## src/rtl/noc_pkg.sv

```systemverilog
// Shared NoC router definitions: output-port directions, input-port FSM encoding and
// a width helper for counters and port indices.
package noc_pkg;

  localparam int unsigned NORTH = 0;
  localparam int unsigned SOUTH = 1;
  localparam int unsigned WEST  = 2;
  localparam int unsigned EAST  = 3;

  typedef enum logic [1:0] {
    IDLE = 2'd0,
    REQ  = 2'd1,
    FWD  = 2'd2,
    REL  = 2'd3
  } state_e;

  // Bits needed to index n values; never less than one so degenerate ranges still synthesize.
  function automatic int unsigned clog2_min1(input int unsigned n);
    return (n <= 1) ? 1 : $clog2(n);
  endfunction

endpackage

```

## src/rtl/noc_phit_fifo.sv

```systemverilog
// Phit buffer for one router input: power-of-two depth, no write-through when full,
// head presented combinationally (zero while empty).
module noc_phit_fifo
  import noc_pkg::*;
#(
  parameter int unsigned DATA_WIDTH = 8,
  parameter int unsigned FIFO_DEPTH = 4,
  localparam int unsigned CNT_W     = $clog2(FIFO_DEPTH + 1)
) (
  input  logic                  clk,
  input  logic                  rst,
  input  logic                  i_push,
  input  logic [DATA_WIDTH-1:0] i_data,
  input  logic                  i_pop,
  output logic                  o_full,
  output logic                  o_empty,
  output logic [CNT_W-1:0]      o_count,
  output logic [DATA_WIDTH-1:0] o_head
);

  localparam int unsigned PTR_W = clog2_min1(FIFO_DEPTH);

  logic [DATA_WIDTH-1:0] r_mem [FIFO_DEPTH];
  logic [PTR_W-1:0]      r_wr_ptr;
  logic [PTR_W-1:0]      r_rd_ptr;
  logic [CNT_W-1:0]      r_count;
  logic                  w_wr;
  logic                  w_rd;

  assign o_full  = (r_count == CNT_W'(FIFO_DEPTH));
  assign o_empty = (r_count == '0);
  assign o_count = r_count;
  assign o_head  = o_empty ? '0 : r_mem[r_rd_ptr];

  assign w_wr = i_push & ~o_full;
  assign w_rd = i_pop & ~o_empty;

  always_ff @(posedge clk) begin
    if (w_wr) begin
      r_mem[r_wr_ptr] <= i_data;
    end
  end

  // Pointers wrap naturally because the depth is a power of two.
  always_ff @(posedge clk) begin
    if (rst) begin
      r_wr_ptr <= '0;
      r_rd_ptr <= '0;
      r_count  <= '0;
    end else begin
      if (w_wr) r_wr_ptr <= r_wr_ptr + PTR_W'(1);
      if (w_rd) r_rd_ptr <= r_rd_ptr + PTR_W'(1);
      if (w_wr && !w_rd) begin
        r_count <= r_count + CNT_W'(1);
      end else if (!w_wr && w_rd) begin
        r_count <= r_count - CNT_W'(1);
      end
    end
  end

endmodule

```

## src/rtl/noc_input_port_ctrl.sv

```systemverilog
// Router input-port controller: buffers phits, requests the crossbar path named by the
// head flit, streams the wormhole packet through and releases the path after the tail.
module noc_input_port_ctrl
  import noc_pkg::*;
#(
  parameter int unsigned DATA_WIDTH      = 8,
  parameter int unsigned PHIT_PER_FLIT   = 2,
  parameter int unsigned FLIT_PER_PACKET = 4,
  parameter int unsigned FIFO_DEPTH      = 4,
  parameter int unsigned N_PORTS         = 4,
  localparam int unsigned PORT_W         = clog2_min1(N_PORTS)
) (
  input  logic                  clk,
  input  logic                  rst,
  input  logic                  i_in_valid,
  output logic                  o_in_ready,
  input  logic [DATA_WIDTH-1:0] i_in_data,
  output logic                  o_out_valid,
  input  logic                  i_out_ready,
  output logic [DATA_WIDTH-1:0] o_out_data,
  output logic                  o_req_valid,
  output logic [PORT_W-1:0]     o_req_port,
  input  logic                  i_grant,
  output logic                  o_release,
  output logic                  o_busy
);

  localparam int unsigned CNT_W  = $clog2(FIFO_DEPTH + 1);
  localparam int unsigned PHIT_W = clog2_min1(PHIT_PER_FLIT);
  localparam int unsigned FLIT_W = clog2_min1(FLIT_PER_PACKET);

  state_e                r_state;
  state_e                w_state_d;
  logic [PORT_W-1:0]     r_req_port;
  logic [PHIT_W-1:0]     r_phit_cnt;
  logic [FLIT_W-1:0]     r_flit_cnt;
  logic                  w_full;
  logic                  w_empty;
  logic [CNT_W-1:0]      w_count;
  logic [DATA_WIDTH-1:0] w_head;
  logic                  w_push;
  logic                  w_pop;
  logic                  w_last_phit;
  logic                  w_last_flit;

  assign o_in_ready  = ~w_full;
  assign o_out_data  = w_head;
  assign o_req_port  = r_req_port;
  assign w_push      = i_in_valid & ~w_full;
  assign w_pop       = o_out_valid & i_out_ready;
  assign w_last_phit = (r_phit_cnt == PHIT_W'(PHIT_PER_FLIT - 1));
  assign w_last_flit = (r_flit_cnt == FLIT_W'(FLIT_PER_PACKET - 1));

  noc_phit_fifo #(
    .DATA_WIDTH(DATA_WIDTH),
    .FIFO_DEPTH(FIFO_DEPTH)
  ) u_fifo (
    .clk    (clk),
    .rst    (rst),
    .i_push (w_push),
    .i_data (i_in_data),
    .i_pop  (w_pop),
    .o_full (w_full),
    .o_empty(w_empty),
    .o_count(w_count),
    .o_head (w_head)
  );

  always_ff @(posedge clk) begin
    if (rst) r_state <= IDLE;
    else     r_state <= w_state_d;
  end

  always_comb begin
    w_state_d = r_state;
    unique case (r_state)
      IDLE:    if (w_count != '0) w_state_d = REQ;
      REQ:     if (i_grant) w_state_d = FWD;
      FWD:     if (w_pop && w_last_phit && w_last_flit) w_state_d = REL;
      REL:     w_state_d = IDLE;
      default: w_state_d = IDLE;
    endcase
  end

  always_comb begin
    o_req_valid = 1'b0;
    o_out_valid = 1'b0;
    o_release   = 1'b0;
    o_busy      = (r_state != IDLE);
    unique case (r_state)
      REQ:     o_req_valid = 1'b1;
      FWD:     o_out_valid = ~w_empty;
      REL:     o_release   = 1'b1;
      default: ;
    endcase
  end

  // The FIFO head in IDLE is always phit 0 of a head flit, so its low bits name the port.
  always_ff @(posedge clk) begin
    if (rst) begin
      r_req_port <= '0;
    end else if (r_state == IDLE && w_count != '0) begin
      r_req_port <= w_head[PORT_W-1:0];
    end
  end

  always_ff @(posedge clk) begin
    if (rst || r_state == REL) begin
      r_phit_cnt <= '0;
      r_flit_cnt <= '0;
    end else if (w_pop) begin
      if (w_last_phit) begin
        r_phit_cnt <= '0;
        r_flit_cnt <= w_last_flit ? '0 : r_flit_cnt + FLIT_W'(1);
      end else begin
        r_phit_cnt <= r_phit_cnt + PHIT_W'(1);
      end
    end
  end

endmodule

```

## config.mk

```make
export PLATFORM = sky130hd
export DESIGN_NAME = noc_input_port_ctrl
export DESIGN_NICKNAME = d
export VERILOG_FILES = /design/src/rtl/noc_pkg.sv /design/src/rtl/noc_phit_fifo.sv /design/src/rtl/noc_input_port_ctrl.sv
export SDC_FILE = /design/constraint.sdc
export NUM_CORES = 1
export LEC_CHECK = 0
export CAP_MARGIN = 5
export CORE_AREA = 3 3 76 78
export CTS_CLUSTER_DIAMETER = 100
export DETAILED_ROUTE_END_ITERATION = 6
export DIE_AREA = 0 0 79 81
export HOLD_SLACK_MARGIN = 0.12
export PLACE_DENSITY_LB_ADDON = 0.12
export SLEW_MARGIN = 20
export SYNTH_ARGS = -nofsm -noshare
export SYNTH_HDL_FRONTEND = slang
export SYNTH_SLANG_ARGS = --single-unit
```

## constraint.sdc

```tcl
create_clock -name clk -period 3.5 [get_ports clk]
set_input_delay 0.7 -clock clk [delete_from_list [all_inputs] [get_ports clk]]
set_output_delay 0.7 -clock clk [all_outputs]
set_load 0.1 [all_outputs]
```

# Word-level counts from Yosys, hierarchy flattened

Memories as Yosys holds them, arrays and structs flattened. A register that Yosys moved wholly into a read port is not among the register bits.
Cells that the tools add are included.

Memories: 1
Memory bits (writable): 32
Latch bits: 0
Register bits after elaboration: 14
ROM bits: 0

Reduce and logical (&&, ||, !) cells: 15
Bitwise logic cells: 6
Shift-type cells: 0
Muxes and demuxes: 16
Equality and inequality tests: 8
Add/subtract/negate cells: 6
Divide/modulo/power cells: 0
$mul: 0
$lt $le $gt $ge: 0

Memory list:

| memory       | words | width | rd ports | clocked after memory_dff | wr ports | RTL line            | RTL |
|---|---|---|---|---|---|---|---|
| u_fifo.r_mem | 4     | 8     | 1        | 1                        | 1        | noc_phit_fifo.sv:23 | `logic [DATA_WIDTH-1:0] r_mem [FIFO_DEPTH];` |

Operators by type and width:

| kind                                             | count |
|---|---|
| 2-to-1 mux 2 bit                                 | 6 |
| 2-to-1 mux 8 bit                                 | 1 |
| one-hot mux 2 bit (4 select lines)               | 1 |
| adder 2 x 1 -> 2 bit, second input constant      | 3 |
| == test 2 bit, second input constant             | 3 |
| 2-to-1 mux 1 bit                                 | 6 |
| 2-to-1 mux 3 bit                                 | 2 |
| logical AND 1 bit                                | 5 |
| bitwise AND 1 bit                                | 4 |
| != test 2 bit, second input constant             | 2 |
| nonzero test 2 bit                               | 2 |
| adder 3 x 1 -> 3 bit, second input constant      | 1 |
| == test 3 bit, second input constant             | 1 |
| logical NOT 3 bit                                | 1 |
| AND reduction 3 bit                              | 1 |
| nonzero test 3 bit                               | 1 |
| subtractor 3 x 1 -> 3 bit, second input constant | 1 |
| == test 2 x 1 -> 1 bit, second input constant    | 1 |
| logical NOT 1 bit                                | 2 |
| logical NOT 2 bit                                | 1 |
| != test 2 x 1 -> 1 bit, second input constant    | 1 |
| NOT 1 bit                                        | 2 |
| AND reduction 2 bit                              | 1 |
| adder 1 bit, second input constant               | 1 |
| logical OR 1 bit                                 | 1 |

# Depth between registers and ports, before layout

Depth after elaboration: 8
Gate-level depth with buffers: 9

# Hierarchy

A second synthesis with hierarchy kept.

Cell total of the unflattened synthesis: 142
Area, all modules: 2,164.6 µm²

Modules (own cells, without submodules):

| module              | cells each | instances | sequential area each (µm²) | area an instance (µm²) |
|---|---|---|---|---|
| noc_phit_fifo       | 100        | 1         | 1,141.1                    | 1,752.9 |
| noc_input_port_ctrl | 42         | 1         | 140.1                      | 411.6 |

# Worst setup path before layout

Ideal clock, no wire load.

Path type: input -> register
Start point: input i_in_valid
End point: register u_fifo.r_count[2], in the netlist u_fifo.o_count[2]
Stages: 7
Buffers on the path: 0
Slack: 1,155 ps
Setup time: 71 ps
Required time: 3,429 ps
Data arrival time: 2,274 ps
Cell sequence: a21boi_2 ha_1 inv_1 fa_1 xor2_1 or3_2 a21oi_1

Word-level cells in the longest chain between the ends: 5
Elaborated cells between the ends (all ways): 7
Those cells by class: mux (1); bitwise (2); reduce/logical (4)

RTL lines:

| element                             | RTL line                  | RTL |
|---|---|---|
| start: declaration                  | noc_input_port_ctrl.sv:15 | `input logic i_in_valid,` |
| bitwise AND 1 bit (*)               | noc_input_port_ctrl.sv:49 | `assign w_push = i_in_valid & ~w_full;` |
| bitwise AND 1 bit (*)               | noc_phit_fifo.sv:35       | `assign w_wr = i_push & ~o_full;` |
| logical NOT 1 bit                   | noc_phit_fifo.sv:55       | `end else if (!w_wr && w_rd) begin` |
| logical AND 1 bit                   | noc_phit_fifo.sv:55       |  |
| nonzero test 2 bit (no source line) | -                         |  |
| end signal: assignment              | noc_phit_fifo.sv:54       | `r_count <= r_count + CNT_W'(1);` |
| end signal: assignment              | noc_phit_fifo.sv:56       | `r_count <= r_count - CNT_W'(1);` |
| end: declaration                    | noc_phit_fifo.sv:26       | `logic [CNT_W-1:0] r_count;` |

Every way passes the cells marked *; elsewhere a longest branch is shown, timed or not.
A chain may end at the register's enable or synchronous reset.

# Final worst setup path

Start point: register u_fifo.r_count[0], in the netlist u_fifo.o_count[0]
End point: register u_fifo.r_count[2], in the netlist u_fifo.o_count[2]

Word-level cells in the longest chain between the ends: 8
Elaborated cells between the ends (all ways): 18
Those cells by class: add/sub (2); eq/ne (1); mux (3); bitwise (6); reduce/logical (6)

RTL lines:

| element                                                | RTL line                                       | RTL |
|---|---|---|
| logical NOT 3 bit                                      | noc_phit_fifo.sv:31                            | `assign o_empty = (r_count == '0);` |
| NOT 1 bit                                              | noc_phit_fifo.sv:36, noc_input_port_ctrl.sv:92 |  |
| 2-to-1 mux 1 bit                                       | noc_input_port_ctrl.sv:90                      | `unique case (r_state)` |
| bitwise AND 1 bit                                      | noc_input_port_ctrl.sv:50                      | `assign w_pop = o_out_valid & i_out_ready;` |
| bitwise AND 1 bit                                      | noc_phit_fifo.sv:36                            | `assign w_rd = i_pop & ~o_empty;` |
| logical NOT 1 bit                                      | noc_phit_fifo.sv:53                            | `if (w_wr && !w_rd) begin` |
| logical AND 1 bit                                      | noc_phit_fifo.sv:53                            |  |
| 2-to-1 mux 3 bit or nonzero test 2 bit (tied branches) | -                                              |  |

Parallel ways exist; a longest one is shown, timed or not. The select of a mux whose other input is x is not followed.

==> results.ini <==
[synthesis]
netlist_instances=139
yosysSeqAreaShare_pct=62.1
synth-warning-count=0
ys_seq_elements=48
syn_avg_cell_area_um2=14.8
synth_nets=163
ys_types=30
syn_area_um2=2060

[sta]
fin_skew_ns=0.00682
tightest_slew_ns=0.972
clock.fmax_mhz=368
finalCritPeriodShare_pct=77.6
slew_headroom_pct=35.0
setup_viol=0
fin_setup_tns_ns=0
fin_crit_ns=2.72
rsz0062_at_grt=false
hold_viol=0
report.final.slew_viol_count=0

[cells_and_area]
syn_to_final_growth_pct=18.6
antenna_cells=0
drive_gt1_share_pct=20.1
fin_util_pct=47.6
stdcell_count=239
fin_nets=192

[floorplanning]
std_cell_rows=26
die-area_um2=6400
die_x_um=79
initial_core_util_pct=40.1
die_h_um=81
coreArea_um2=5140
io_pins=28

[cts]
cts_root_buf=clkbuf_8
clk_path_buf_depth=2
cts.sinks=48
htreeDepth=2
path_clk_slew_ns=0.09
cts_resized=0
cts_buffers=5
cts_hold_buf=0
postCtsSetupBuffers=0
insertion_delay_ns=0.30
cts_tree=built

[flow_run]
cap_violations=0

[setup_path]
critPathLaunch=u_fifo.o_count[0]
setup.worst_path.end=u_fifo.o_count[2]
worstSetupStartpointType=register
r2r_end=u_fifo.o_count[2]
critPathMaxFanout=16
r2r_slack_ns=0.78
worstPathArrival_ns=2.93
path_class=register to register
reg2reg_depth=8
cp-end-kind=register
r2r_start=u_fifo.o_count[0]
required_ns=3.72

[drt]
vias=1154
first_iter_violations=61
avgViaCountPerCell=4.83
wl_per_cell_um=14.8
dr.pass1.iters=4
wl_mm=3.55
route.detailed.drc=0
drtAntennaViolNets=0

[placement]
hpwl_mm=2.53
gp_congestion=0.714
io_buffers=27
dpl.cell_count=231

[grt]
grt_pass1_vias=1168
grt.total_usage_pct=12.3
antenna_found_initial=0
grt-ovfl-total=0
grt_pass1_wl_mm=5.82
grt_max_degree=17

[outcome]
outcome=finished, final reports clean

[min_path]
hold_path.class=register to register

[registers in the layout, indices dropped and copies added (netlist names), named ones only]
name             count
u_fifo.r_mem        32
u_fifo.o_count       3
o_req_port           2
r_flit_cnt           2
r_state              2
u_fifo.r_rd_ptr      2
u_fifo.r_wr_ptr      2
r_phit_cnt           1
[synth_stat cells]
| master | n | area (um2) |
|---|---|---|
| or3_2 | 1 | 7.51 |
| nor3_1 | 4 | 20.0 |
| nand3_1 | 2 | 10.0 |
| mux2i_1 | 4 | 40.0 |
| inv_1 | 6 | 22.5 |
| fa_1 | 1 | 20.0 |
| nand2_1 | 5 | 18.8 |
| nor2_1 | 9 | 33.8 |
| nand4_4 | 1 | 21.3 |
| xor2_1 | 5 | 43.8 |
| or3_1 | 2 | 12.5 |
| mux4_2 | 8 | 180 |
| buf_6 | 1 | 11.3 |
| nand4_1 | 2 | 12.5 |
| ha_1 | 10 | 125 |
| edfxtp_1 | 32 | 961 |
| a211oi_2 | 1 | 12.5 |
| clkbuf_1 | 3 | 11.3 |
| a21boi_2 | 1 | 11.3 |
| dfxtp_1 | 16 | 320 |
| xnor2_1 | 1 | 8.76 |
| nor2b_1 | 1 | 6.26 |
| o21a_1 | 1 | 7.51 |
| o21ai_0 | 1 | 5.00 |
| and2_1 | 13 | 81.3 |
| a21oi_1 | 3 | 15.0 |
| a221oi_2 | 1 | 15.0 |
| nand3_2 | 1 | 10.0 |
| nand2b_1 | 2 | 12.5 |
| buf_2 | 1 | 5.00 |
[logic make-up after synthesis]
kind of cell / share of synthesized area [%]
adder cells (fa/ha/maj): 7.04
AND/OR/NAND/NOR: 12.0
XOR/XNOR: 2.55
multiplexers: 10.7
flip-flops: 62.1
AO/OA/AOI/OAI: 3.22
buffers and inverters: 2.43
[area by class of cell]
cell class / count / area (um2)
flip-flops and latches: 48 / 1280
inverters: 6 / 22.5
clock buffers: 5 / 68.8
fillers: 458 / 2690
multi-input cells: 80 / 731
repair buffers: 27 / 238
clock inverters: 3 / 17.5
well taps: 70 / 87.6
[metal layers]
metal	vias to the layer above	GRT usage, %	wire (um)
met2	30	20.9	1770
met5	-	0	0
met1	561	14.6	1550
met3	7	4.10	168
li1	556	-	-
met4	0	4.64	55
[cell usage in the layout, fill, tap and decap left out]
cell type / n
a211oi_2: 1
a21boi_2: 1
a21oi_1: 3
a221oi_2: 1
and2_1: 13
buf_4: 13
clkbuf_8: 5
clkdlybuf4s50_1: 14
clkinv_1: 1
clkinv_2: 1
dfxtp_1: 16
edfxtp_1: 32
fa_1: 1
ha_1: 10
inv_1: 6
inv_6: 1
mux2i_1: 4
mux4_2: 8
nand2_1: 5
nand2b_1: 2
nand3_1: 2
nand3_2: 1
nand4_1: 2
nand4_4: 1
nor2_1: 9
nor2b_1: 1
nor3_1: 4
o21a_1: 1
o21ai_0: 1
or3_1: 2
or3_2: 1
xnor2_1: 1
xor2_1: 5
[worst max-delay path, stage by stage, from the launching register on]
cell and delay (ns):
dfxtp_1 0.37, or3_1 0.65, nand3_2 0.23, ha_1 0.22
inv_1 0.07, fa_1 0.37, xor2_1 0.18, or3_2 0.41
a21oi_1 0.14
[how the worst min path moves through the flow]
stage	startpoint	end	cells after the start	slack, ns
2_1_floorplan	r_flit_cnt[0]	r_flit_cnt[0]	2	0.46
3_3_place_gp	o_req_port[1]	o_req_port[1]	2	0.44
3_5_place_dp	o_req_port[1]	o_req_port[1]	2	0.46
4_1_cts	o_req_port[1]	o_req_port[1]	2	0.47
5_1_grt	o_req_port[1]	o_req_port[1]	2	0.48
6_report	o_req_port[1]	o_req_port[1]	2	0.46
[stage by stage]
stage          hold WS (ns)  setup slack, ns  cell area (um2)
2_1_floorplan         0.461             1.16             2060
4_1_cts               0.469            0.738             2450
3_3_place_gp          0.444            0.615             2360
6_report              0.464            0.783             2450
5_1_grt               0.481            0.633             2450
3_5_place_dp          0.457            0.510             2360
Power is left out: the tool's default activity adds up to more than one toggle a clock period on the data nets, which glitch-free logic cannot reach.
==> variant (config.mk and constraints unchanged) <==
Make the reset (`rst`) asynchronous in 3 clocked blocks.
--- a/src/rtl/noc_phit_fifo.sv
+++ b/src/rtl/noc_phit_fifo.sv
@@ -43,5 +43,5 @@
 
   // Pointers wrap naturally because the depth is a power of two.
-  always_ff @(posedge clk) begin
+  always_ff @(posedge clk or posedge rst) begin
     if (rst) begin
       r_wr_ptr <= '0;
--- a/src/rtl/noc_input_port_ctrl.sv
+++ b/src/rtl/noc_input_port_ctrl.sv
@@ -67,5 +67,5 @@
   );
 
-  always_ff @(posedge clk) begin
+  always_ff @(posedge clk or posedge rst) begin
     if (rst) r_state <= IDLE;
     else     r_state <= w_state_d;
@@ -97,5 +97,5 @@
 
   // The FIFO head in IDLE is always phit 0 of a head flit, so its low bits name the port.
-  always_ff @(posedge clk) begin
+  always_ff @(posedge clk or posedge rst) begin
     if (rst) begin
       r_req_port <= '0;
Check against the original RTL: differs if rst is asserted again (counterexample within 4 cycles, from zero or initial values and one cycle with rst high); with rst held inactive, the same outputs for 10 cycles.
==> variant against the unedited design <==
Wire length down 1.2%; synthesized area decreased by 2.2%; design area shrank 0.87%; first-iteration DRC count grew 13%; critical path type is now reg -> out; synthesized cell count decreased by 14%; setup slack better by 5.2 ps; sequential cell count fell by 2; critical path depth down 5.
Power is left out: the tool's default activity adds up to more than one toggle a clock period on the data nets, which glitch-free logic cannot reach.
==> variant: results (changes against the unedited design) <==
[status]
status=finished, final reports clean

[layout]
nets=175  ; -8.9%
top_register=u_fifo.r_mem
n_fill_cell=484  ; +5.7%
drive_gt1_share_pct=24.3  ; +4.2 points
largest_register_ffs=32  ; unchanged
diodes=0  ; unchanged

[clocking]
clock_path_buffers=2  ; unchanged
clock-root-buffer=clkbuf_8
post-cts-setup-buffers=0  ; unchanged
clk_pin_slew_ps=90  ; about the same
clk_latency_ps=290
cts_htree_levels=2  ; unchanged
numCtsBuffers=5  ; unchanged
cts-resized-gates=0  ; unchanged

[logic_synthesis]
synth.distinct_cells=28  ; -6.7%
synth_commonest_cells=32 x edfxtp_1, 11 x dfrtp_1, 10 x and2_1, 10 x ha_1, 8 x mux4_2
ys_seq_area_share_pct=64.3  ; +2.2 points
synth_edf_count=32  ; unchanged
async_flop_share_pct=23.9  ; +24 points
synth_area_leaders=edfxtp_1 48%, dfrtp_1 14%, mux4_2 8.9%, ha_1 6.2%, and2_1 3.1%
syn_nets=144  ; -12%
ys.warnings.count=0  ; unchanged

[detailed_routing]
drt_iter0_drc=69  ; +13%
wl_per_cell_um=15.8  ; +6.3%
drt_first_pass_iters=4  ; unchanged
viasPerCell=4.83  ; about the same

[grt]
grt_pass1_vias=1089  ; -6.8%
grt_pass1_wl_mm=5.61  ; -3.6%
grt_usage_pct=12.2  ; -0.16 points
antenna_found_initial=0  ; unchanged
grtUsageMet3_pct=2.99  ; -1.1 points
grt_max_degree=15  ; -2
grtUsageMet1_pct=14.4  ; -0.23 points
grt.met2_usage_pct=21.0  ; +0.084 points

[worst_setup_path]
cp_slowest_stage_delay_ps=740  ; +90 ps
crit_fanout=10  ; -6
cpMaxStageDelayCell=dfrtp_1
arrival_ps=2010  ; -920 ps

[place]
dpl.hpwl_mm=2.49  ; -1.5%
gp_congestion=0.748  ; +4.8%
io_buffers=27  ; unchanged

[sta]
slew_headroom_pct=35.5  ; +0.52 points
finalClockSkew_ps=8.57  ; +1.75 ps

[worst_hold_path]
hold_path.class=reg -> reg

## variant: kinds of logic (layout without fill, tap and decap cells)
logic type	after synthesis	after routing	synth area share (%)
flops	46	46	64.3
simple gates	29	29	8.57
mux	14	14	12.4
fa+ha+maj	11	11	7.20
buf+inv	10	42	2.61
xor+xnor	7	7	3.04
compound gates	3	3	1.86
## variant: area by class of cell
type                    count  area (sq um)  share of cell area, %
clock buffers               6          72.6                   2.99
multi-input cells          64           667                   27.5
inverters                   7          26.3                   1.08
flip-flops and latches     46          1300                   53.5
clock inverters             2          37.5                   1.55
well taps                  70          87.6                   3.61
repair buffers             27           238                   9.80
## variant: layer usage
layer,vias up,part of all wire (%)
met5,-,0
met4,0,1.6
met3,5,3.9
met2,23,50
met1,540,44
li1,504,-
## variant: worst paths after layout
path                                    start                 to  slack (ps)  cells past startpoint
setup / recovery           u_fifo.r_rd_ptr[0]      o_out_data[1]         790                      3
max in group asynchronous                 rst      o_req_port[1]        2320                      2
hold / removal                  r_flit_cnt[0]      r_flit_cnt[0]         510                      2
min in group asynchronous                 rst         r_state[1]         840                      2
hold reg to reg                 r_flit_cnt[0]      r_flit_cnt[0]         510                      2
setup reg to reg            u_fifo.o_count[0]  u_fifo.o_count[2]        1250                      8
## variant: critical path, delay by kind of cell (launching register included)
kind | cells | cell delay (ps)
buffers and inverters | 1 | 230
DFF | 1 | 740
muxes | 1 | 590
and+or+nand+nor | 1 | 170
## variant: through the flow
step / worst slack [ps] / std cells / utilization [%] / hold slack, ps / cell area [sq um]
after floorplan: 886 / 120 / - / 461 / 2020
after global placement: 989 / 214 / 45.0 / 476 / 2310
after detailed placement: 902 / 214 / 45.0 / 492 / 2310
after CTS: 711 / 222 / 47.2 / 505 / 2420
after global routing: 636 / 222 / 47.2 / 531 / 2420
final: 789 / 222 / 47.2 / 505 / 2420
